[config.mk]
export PLATFORM = sky130hd
export DESIGN_NAME = retire_commit
export DESIGN_NICKNAME = d
export VERILOG_FILES = /design/src/rtl/retire_commit.sv
export SDC_FILE = /design/constraint.sdc
export NUM_CORES = 2
export LEC_CHECK = 0
export BUFFER_PORTS_ARGS = -buffer_cell sky130_fd_sc_hd__buf_2
export CORE_MARGIN = 5
export CORE_UTILIZATION = 40
export CTS_CLUSTER_DIAMETER = 100
export DETAILED_ROUTE_END_ITERATION = 16
export GPL_TIMING_DRIVEN = 0
export PLACE_DENSITY = 0.68
export SYNTH_ARGS = -nofsm -noshare
export SYNTH_HDL_FRONTEND = slang
export SYNTH_SLANG_ARGS = --single-unit
[constraint.sdc]
create_clock -name clk -period 7.9 [get_ports clk]
set_input_delay 0.79 -clock clk [delete_from_list [all_inputs] [get_ports clk]]
set_output_delay 0.79 -clock clk [all_outputs]
set_load 0.05 [all_outputs]
[src/rtl/retire_commit.sv]
// In-order retire FIFO: commits register writers, frees old pregs, issues one store per cycle.
// Optional feature macro: RETIRE_PERF_EN (retired_count / st_wait_cycles counters).
package retire_commit_pkg;
    localparam int PREG_W = 6;
    localparam int XLEN   = 32;

    typedef struct packed {
        logic RegWrite;
        logic MemWrite;
    } ctrlStruct;

    typedef struct packed {
        logic              valid;
        logic [XLEN-1:0]   pc;
        logic [PREG_W-1:0] rd;
        logic [PREG_W-1:0] rd_old;
        logic [XLEN-1:0]   result;
        logic [XLEN-1:0]   mem_data;
        ctrlStruct         control;
    } robEntryStruct;
endpackage

module retire_commit #(
    parameter int DEPTH  = 8,
    parameter int PREG_W = retire_commit_pkg::PREG_W,
    parameter int XLEN   = retire_commit_pkg::XLEN
) (
    input  logic                            clk,
    input  logic                            reset,
    input  retire_commit_pkg::robEntryStruct rob_in1,
    input  retire_commit_pkg::robEntryStruct rob_in2,
    output logic                            stall,
    output logic                            commit_valid1,
    output logic                            commit_valid2,
    output logic [PREG_W-1:0]               commit_reg1,
    output logic [PREG_W-1:0]               commit_reg2,
    output logic [XLEN-1:0]                 commit_pc1,
    output logic [XLEN-1:0]                 commit_pc2,
    output logic                            free_valid1,
    output logic                            free_valid2,
    output logic [PREG_W-1:0]               free_reg1,
    output logic [PREG_W-1:0]               free_reg2,
    output logic                            st_valid,
    output logic [XLEN-1:0]                 st_addr,
    output logic [XLEN-1:0]                 st_data,
    input  logic                            st_ready,
    output logic                            overflow,
    output logic [31:0]                     retired_count,
    output logic [31:0]                     st_wait_cycles
);
    localparam int PTR_W = $clog2(DEPTH);
    localparam int CNT_W = PTR_W + 1;

    typedef logic [PTR_W-1:0]  ptr_t;
    typedef logic [CNT_W-1:0]  cnt_t;
    typedef logic [CNT_W:0]    spc_t;
    typedef logic [PREG_W-1:0] preg_t;
    typedef logic [XLEN-1:0]   xlen_t;

    retire_commit_pkg::robEntryStruct r_fifo [DEPTH];
    ptr_t  r_head;
    ptr_t  r_tail;
    cnt_t  r_count;
    logic  r_overflow;

    logic  r_cv1, r_cv2;
    preg_t r_creg1, r_creg2, r_freg1, r_freg2;
    xlen_t r_cpc1, r_cpc2;

    retire_commit_pkg::robEntryStruct w_h0, w_h1;
    ptr_t       w_head1, w_tail1;
    logic       w_h0_vld, w_h1_vld, w_h0_ret, w_h1_ret;
    logic       w_req1, w_req2, w_acc1, w_acc2, w_drop;
    logic [1:0] w_deq, w_enq;
    spc_t       w_space;
    logic       w_unused;

    assign w_head1  = r_head + ptr_t'(1);
    assign w_tail1  = r_tail + ptr_t'(1);
    assign w_h0     = r_fifo[r_head];
    assign w_h1     = r_fifo[w_head1];
    assign w_h0_vld = (r_count != '0);
    assign w_h1_vld = (r_count >= cnt_t'(2));

    // Only the head may be a store; a store in H1 waits so one store retires per cycle.
    assign w_h0_ret = w_h0_vld && (!w_h0.control.MemWrite || st_ready);
    assign w_h1_ret = w_h0_ret && w_h1_vld && !w_h1.control.MemWrite;
    assign w_deq    = {1'b0, w_h0_ret} + {1'b0, w_h1_ret};

    // Space counts slots freed by this edge's dequeue, so a full FIFO retiring 2 accepts 2.
    assign w_req1   = rob_in1.valid;
    assign w_req2   = rob_in1.valid && rob_in2.valid;
    assign w_space  = spc_t'(DEPTH) - spc_t'(r_count) + spc_t'(w_deq);
    assign w_acc1   = w_req1 && (w_space >= spc_t'(1));
    assign w_acc2   = w_req2 && (w_space >= spc_t'(2));
    assign w_drop   = (w_req1 && !w_acc1) || (w_req2 && !w_acc2);
    assign w_enq    = {1'b0, w_acc1} + {1'b0, w_acc2};

    assign w_unused = ^{w_h0.valid, w_h1.valid, w_h1.result, w_h1.mem_data};

    always_ff @(posedge clk) begin
        if (w_acc1) r_fifo[r_tail]  <= rob_in1;
        if (w_acc2) r_fifo[w_tail1] <= rob_in2;
    end

    always_ff @(posedge clk or negedge reset) begin
        if (!reset) begin
            r_head     <= '0;
            r_tail     <= '0;
            r_count    <= '0;
            r_overflow <= 1'b0;
        end else begin
            r_head     <= r_head + ptr_t'(w_deq);
            r_tail     <= r_tail + ptr_t'(w_enq);
            r_count    <= r_count + cnt_t'(w_enq) - cnt_t'(w_deq);
            r_overflow <= r_overflow | w_drop;
        end
    end

    always_ff @(posedge clk or negedge reset) begin
        if (!reset) begin
            r_cv1   <= 1'b0;
            r_cv2   <= 1'b0;
            r_creg1 <= '0;
            r_creg2 <= '0;
            r_freg1 <= '0;
            r_freg2 <= '0;
            r_cpc1  <= '0;
            r_cpc2  <= '0;
        end else begin
            r_cv1 <= w_h0_ret && w_h0.control.RegWrite;
            r_cv2 <= w_h1_ret && w_h1.control.RegWrite;
            if (w_h0_ret) begin
                r_creg1 <= preg_t'(w_h0.rd);
                r_freg1 <= preg_t'(w_h0.rd_old);
                r_cpc1  <= xlen_t'(w_h0.pc);
            end
            if (w_h1_ret) begin
                r_creg2 <= preg_t'(w_h1.rd);
                r_freg2 <= preg_t'(w_h1.rd_old);
                r_cpc2  <= xlen_t'(w_h1.pc);
            end
        end
    end

    assign stall         = (r_count >= cnt_t'(DEPTH - 2));
    assign overflow      = r_overflow;
    assign commit_valid1 = r_cv1;
    assign commit_valid2 = r_cv2;
    assign commit_reg1   = r_creg1;
    assign commit_reg2   = r_creg2;
    assign commit_pc1    = r_cpc1;
    assign commit_pc2    = r_cpc2;
    assign free_valid1   = r_cv1;
    assign free_valid2   = r_cv2;
    assign free_reg1     = r_freg1;
    assign free_reg2     = r_freg2;

    // Head is frozen while the store waits, so address/data hold without extra registers.
    assign st_valid      = w_h0_vld && w_h0.control.MemWrite;
    assign st_addr       = xlen_t'(w_h0.result);
    assign st_data       = xlen_t'(w_h0.mem_data);

`ifdef RETIRE_PERF_EN
    logic [31:0] r_retired;
    logic [31:0] r_st_wait;

    always_ff @(posedge clk or negedge reset) begin
        if (!reset) begin
            r_retired <= '0;
            r_st_wait <= '0;
        end else begin
            r_retired <= r_retired + 32'(w_deq);
            if (st_valid && !st_ready) r_st_wait <= r_st_wait + 32'd1;
        end
    end

    assign retired_count  = r_retired;
    assign st_wait_cycles = r_st_wait;
`else
    assign retired_count  = '0;
    assign st_wait_cycles = '0;
`endif
endmodule

* Yosys cells after proc, flatten, opt, wreduce, memory -nomap -nowiden
Memories as Yosys holds them, arrays and structs flattened. Index checks and enable logic that the tools add are counted.
Storage, ports and cells: flip-flop bits (word level) 101, bits in writable memories 888, bits of input ports 225, output and inout bits 223, logic and storage cells 50, memories kept 1
Operators by class: $add $sub $neg 10, order comparisons 4, multiplexer cells 4, bitwise logic cells 1, reduce and logical (&&, ||, !) cells 18
Memories:
- r_fifo | words 8, bits a word 111, rd ports 2, clocked after memory_dff 0, wr ports 2, line 60 | retire_commit_pkg::robEntryStruct r_fifo [DEPTH];
Operators with widths (count):
- logical AND 1 bit | 11
- adder 3 x 1 -> 3 bit (second input constant) | 2
- adder 3 x 2 -> 3 bit | 2
- adder 5 x 2 -> 5 bit | 1
- greater-or-equal comparator 5 x 1 -> 1 bit (second input constant) | 1
- greater-or-equal comparator 5 x 2 -> 1 bit (second input constant) | 1
- subtractor 4 x 4 -> 5 bit (first input constant) | 1
- adder 1 x 1 -> 2 bit | 2
- adder 4 x 2 -> 4 bit | 1
- greater-or-equal comparator 4 x 2 -> 1 bit (second input constant) | 1
- greater-or-equal comparator 4 x 3 -> 1 bit (second input constant) | 1
- zero test 1 bit | 4
- two-way mux 1 bit | 4
- nonzero test 4 bit | 1
- subtractor 4 x 2 -> 4 bit | 1
- logical OR 1 bit | 2
- bitwise OR 1 bit | 1

* Depth between registers and ports, before layout
An unclocked memory read counts as a cell.
word-level depth 14, mapped depth 25, mapped depth without buffers 22

* Least setup slack after synthesis
Ideal clock, no wire load.
path type flip-flop to flip-flop, from register r_head[0], to memory r_fifo[7][0] (netlist name) (enable), setup time 0.476 ns, arrival 6.300 ns, required time 7.424 ns, path slack 1.125 ns, cell stages (with the launch flop) 20, clock period less this slack 6.775 ns, path through dfrtp_1 > ha_1 > buf_2 > mux4_2 > mux2i_1 > o311ai_2 > buf_2 > inv_1 > ha_1 > inv_1 > ha_1 > inv_1 > fa_1 > a31oi_1 > nor2_1 > buf_4 > a211oi_2 > buf_4 > buf_4 > a41o_1
RTL lines:
- start: declaration | line 61 | ptr_t r_head;
- start signal: assignment | line 113 | r_head <= r_head + ptr_t'(w_deq);
- end: declaration | line 60

==> results.yml <==
status:
  outcome: "finished clean"
timing:
  min_period_ns: 6.86
  rsz0062_at_grt: "no"
  finalWorstSetupSlack_ns: 1.04
  relSlewSlack: 0.160
  period_share: 0.869
  skew_ns: 0.0300
  drv_slew: 0
  worstMarginPinSlew_ns: 1.26
  tns_ns: 0
  fmax_mhz: 146
  setup_viol_count_final: 0
  hold_viol_final: 0
logic_synthesis:
  netlist_instances: 2947
  synth-edff-count: 880
  avgSynthCellArea_um2: 17.5
  synth_ff_type: "edfxtp_1"
  synth_common_cells: "edfxtp_1 (880), mux2_2 (869), mux4_2 (310), buf_4 (177), dfrtp_1 (101)"
  synth_seq_cells: 981
  async_reset_ff_frac: 0.103
  ys_types: 43
  yosysMostFrequentCell: "edfxtp_1"
  seq_area_frac_synth: 0.563
  yosys_warnings: 0
  ys_top_cells_by_area: "edfxtp_1 (51%), mux2_2 (19%), mux4_2 (14%), dfrtp_1 (4.9%), buf_4 (2.6%)"
  synth_top_area_share: 0.514
  yosysTopAreaCell: "edfxtp_1"
  syn-cell-area_um2: 51400
clocking:
  cts_tree: "built"
  h-tree-depth: 3
  numCtsBuffers: 111
  cts.reportedPaths.clkPinSlew_ns: 0.06
  cts_sinks: 981
  clock-root-buffer: "clkbuf_16"
  cts_buffer_depth: 3
  clkLatencyLatePin_ns: 0.73
  postCtsSetupBuffers: 0
worst_hold_path:
  hold_path_class: "in2reg"
cells_and_area:
  final_cells: 5323
  area_growth_pct: 16.3
  drive_gt1_frac: 0.564
  nFillCells: 11081
  nets: 3770
pwr:
  pwr-share-seq: 0.305
  internal-power_uw: 15600
  p_leak_uw: 0.0210
  power_uw: 26500
  power_switching_uw: 11000
  power_frac_clock: 0.186
  powerDensity_nw_per_um2: 444
  netSwitchingFraction: 0.414
  ir_drop_v: 0.000445
  pwr-share-comb: 0.509
floorplanning:
  die_area_um2: 136000
  placement_rows: 131
  ioPinCount: 448
  start_util: 0.403
  core_area_um2: 128000
  die_width_um: 369
  die_h_um: 369
place:
  dpl.cell_count: 5073
  post-place-ws_ns: 1.03
  gp_congestion: 0.772
  hpwl_um: 102000
  port_buffers: 383
detailed_routing:
  wl_per_cell_um: 29.6
  post_drt_via_cell_ratio: 5.67
  detail-route-antenna-nets: 0
  drc_errors: 0
  drt_pass1_iterations: 5
  drtIter0Drc: 2884
  drt-total-wl_um: 157000
  routed-via-count: 30180
worst_setup_path:
  cp-start-kind: "flop"
  worst-setup-path-type: "reg2reg"
  worstPathMaxFanout: 43
  required_ns: 8.27
  end_kind: "flop"
  slowest_stage: "a31o_4"
  crit_buf_inv: 9
  path_cells: "ha_1 -> buf_2 -> mux4_2 -> mux2i_1 -> o311ai_4 -> buf_2 -> inv_1 -> ha_1 -> inv_1 -> ha_1 -> inv_1 -> fa_1 -> a31oi_1 -> nor2_1 -> buf_4 -> a21oi_1 -> buf_2 -> buf_4 -> a31o_4 -> buf_16"
  critPathTopFamily: "buffers and inverters"
  critPathArrivalTime_ns: 7.24
  cp_slowest_stage_delay_ns: 0.64
grt:
  grt_pass1_vias: 31392
  grt_pass1_wl_um: 225000
  antenna_found_initial: 66
  grtUsageTotal: 0.228
  grt_max_degree: 63
  grt_overflow: 0
job:
  cap_viol_max_count: 0
## cell type report
class                   count  area (um^2)  area share
flip-flops and latches    981        29000       0.484
multi-input cells        1670        20400       0.342
clock buffers             148         3030      0.0507
repair buffers            402         2430      0.0406
plain buffers             336         2290      0.0382
well taps                1662         2080      0.0348
clock inverters            59          397     0.00663
diodes                     42          105     0.00176
inverters                  23         86.3     0.00144
## repair_timing
item,CTS,global route
endpoints found under the setup margin,0,0
hold buffers,1,0
hold endpoints to repair,16,0
gates resized for setup,0,0
## power groups by stage
stage	registers (uW)	logic, uW	clock network, uW
2_1_floorplan	8900	8620	0
3_3_place_gp	8450	13300	0
3_5_place_dp	8180	13600	0
4_1_cts	8080	13700	5020
5_1_grt	8200	14200	5240
6_report	8090	13500	4940
## cell families after synthesis
kind of cell             synth area share
AO/OA/AOI/OAI                      0.0136
XOR/XNOR                          0.00170
adder cells (fa/ha/maj)           0.00560
buffers and inverters              0.0462
flip-flops                          0.563
multiplexers                        0.361
other                           0.0000729
AND/OR/NAND/NOR                   0.00883
## sequential cells by signal (all words and copies together), names as in the netlist, 3 cells and up
register	cells
commit_pc2	32
r_fifo	880
free_reg1	6
commit_reg2	6
commit_pc1	32
r_count	4
commit_reg1	6
free_reg2	6
r_head	3
r_tail	3
## worst min-delay path: cells and delay by family
family / cells / cell delay, ns
and+or+nand+nor: 1 / 0.05
buffers and inverters: 1 / 0.12
AOI/OAI and AO/OA: 1 / 0.07
## layout by cell type (no fill, tap or decap), types with 5 or more instances in the layout
| cell type | count |
|---|---|
| a21oi_1 | 49 |
| a41o_4 | 6 |
| buf_16 | 18 |
| buf_2 | 461 |
| buf_4 | 177 |
| buf_6 | 36 |
| clkbuf_1 | 70 |
| clkbuf_16 | 113 |
| clkbuf_8 | 7 |
| clkinv_1 | 28 |
| clkinv_2 | 16 |
| conb_1 | 64 |
| dfrtp_1 | 101 |
| diode_2 | 42 |
| edfxtp_1 | 880 |
| fa_1 | 5 |
| ha_1 | 15 |
| inv_1 | 23 |
| mux2_1 | 77 |
| mux2_2 | 869 |
| mux2i_1 | 93 |
| mux4_2 | 310 |
| nand2_1 | 50 |
| nor2_1 | 50 |
| o21ai_1 | 44 |
## worst paths after layout
path                         startpoint             end  cells after the start  slack [ns]
min reg2reg                    overflow        overflow                      1        0.47
max                           r_head[0]   r_fifo[1][49]                     20        1.04
max in group asynchronous         reset    free_reg2[4]                      3        6.61
min in group asynchronous         reset  commit_pc2[22]                      2        0.57
max reg2reg                   r_head[0]   r_fifo[1][49]                     20        1.04
min                        rob_in1[110]        overflow                      3        0.37
## through the flow
| stage | util | hold slack, ns | cell area, um^2 |
|---|---|---|---|
| floorplan | - | 0.494 | 51700 |
| global placement | 0.436 | 0.453 | 55700 |
| detailed placement | 0.441 | 0.455 | 56300 |
| CTS | 0.467 | 0.303 | 59700 |
| global route | 0.468 | 0.339 | 59700 |
| finish | 0.468 | 0.371 | 59800 |
## metal layers
| metal | part of all wire | vias up | track usage |
|---|---|---|---|
| li1 | - | 12905 | - |
| met3 | 0.089 | 288 | 0.0657 |
| met5 | 0.0013 | - | 0 |
| met4 | 0.027 | 32 | 0.0601 |
| met1 | 0.40 | 15676 | 0.292 |
| met2 | 0.49 | 1279 | 0.381 |
Note: power is estimated with default switching activity, not from simulation.
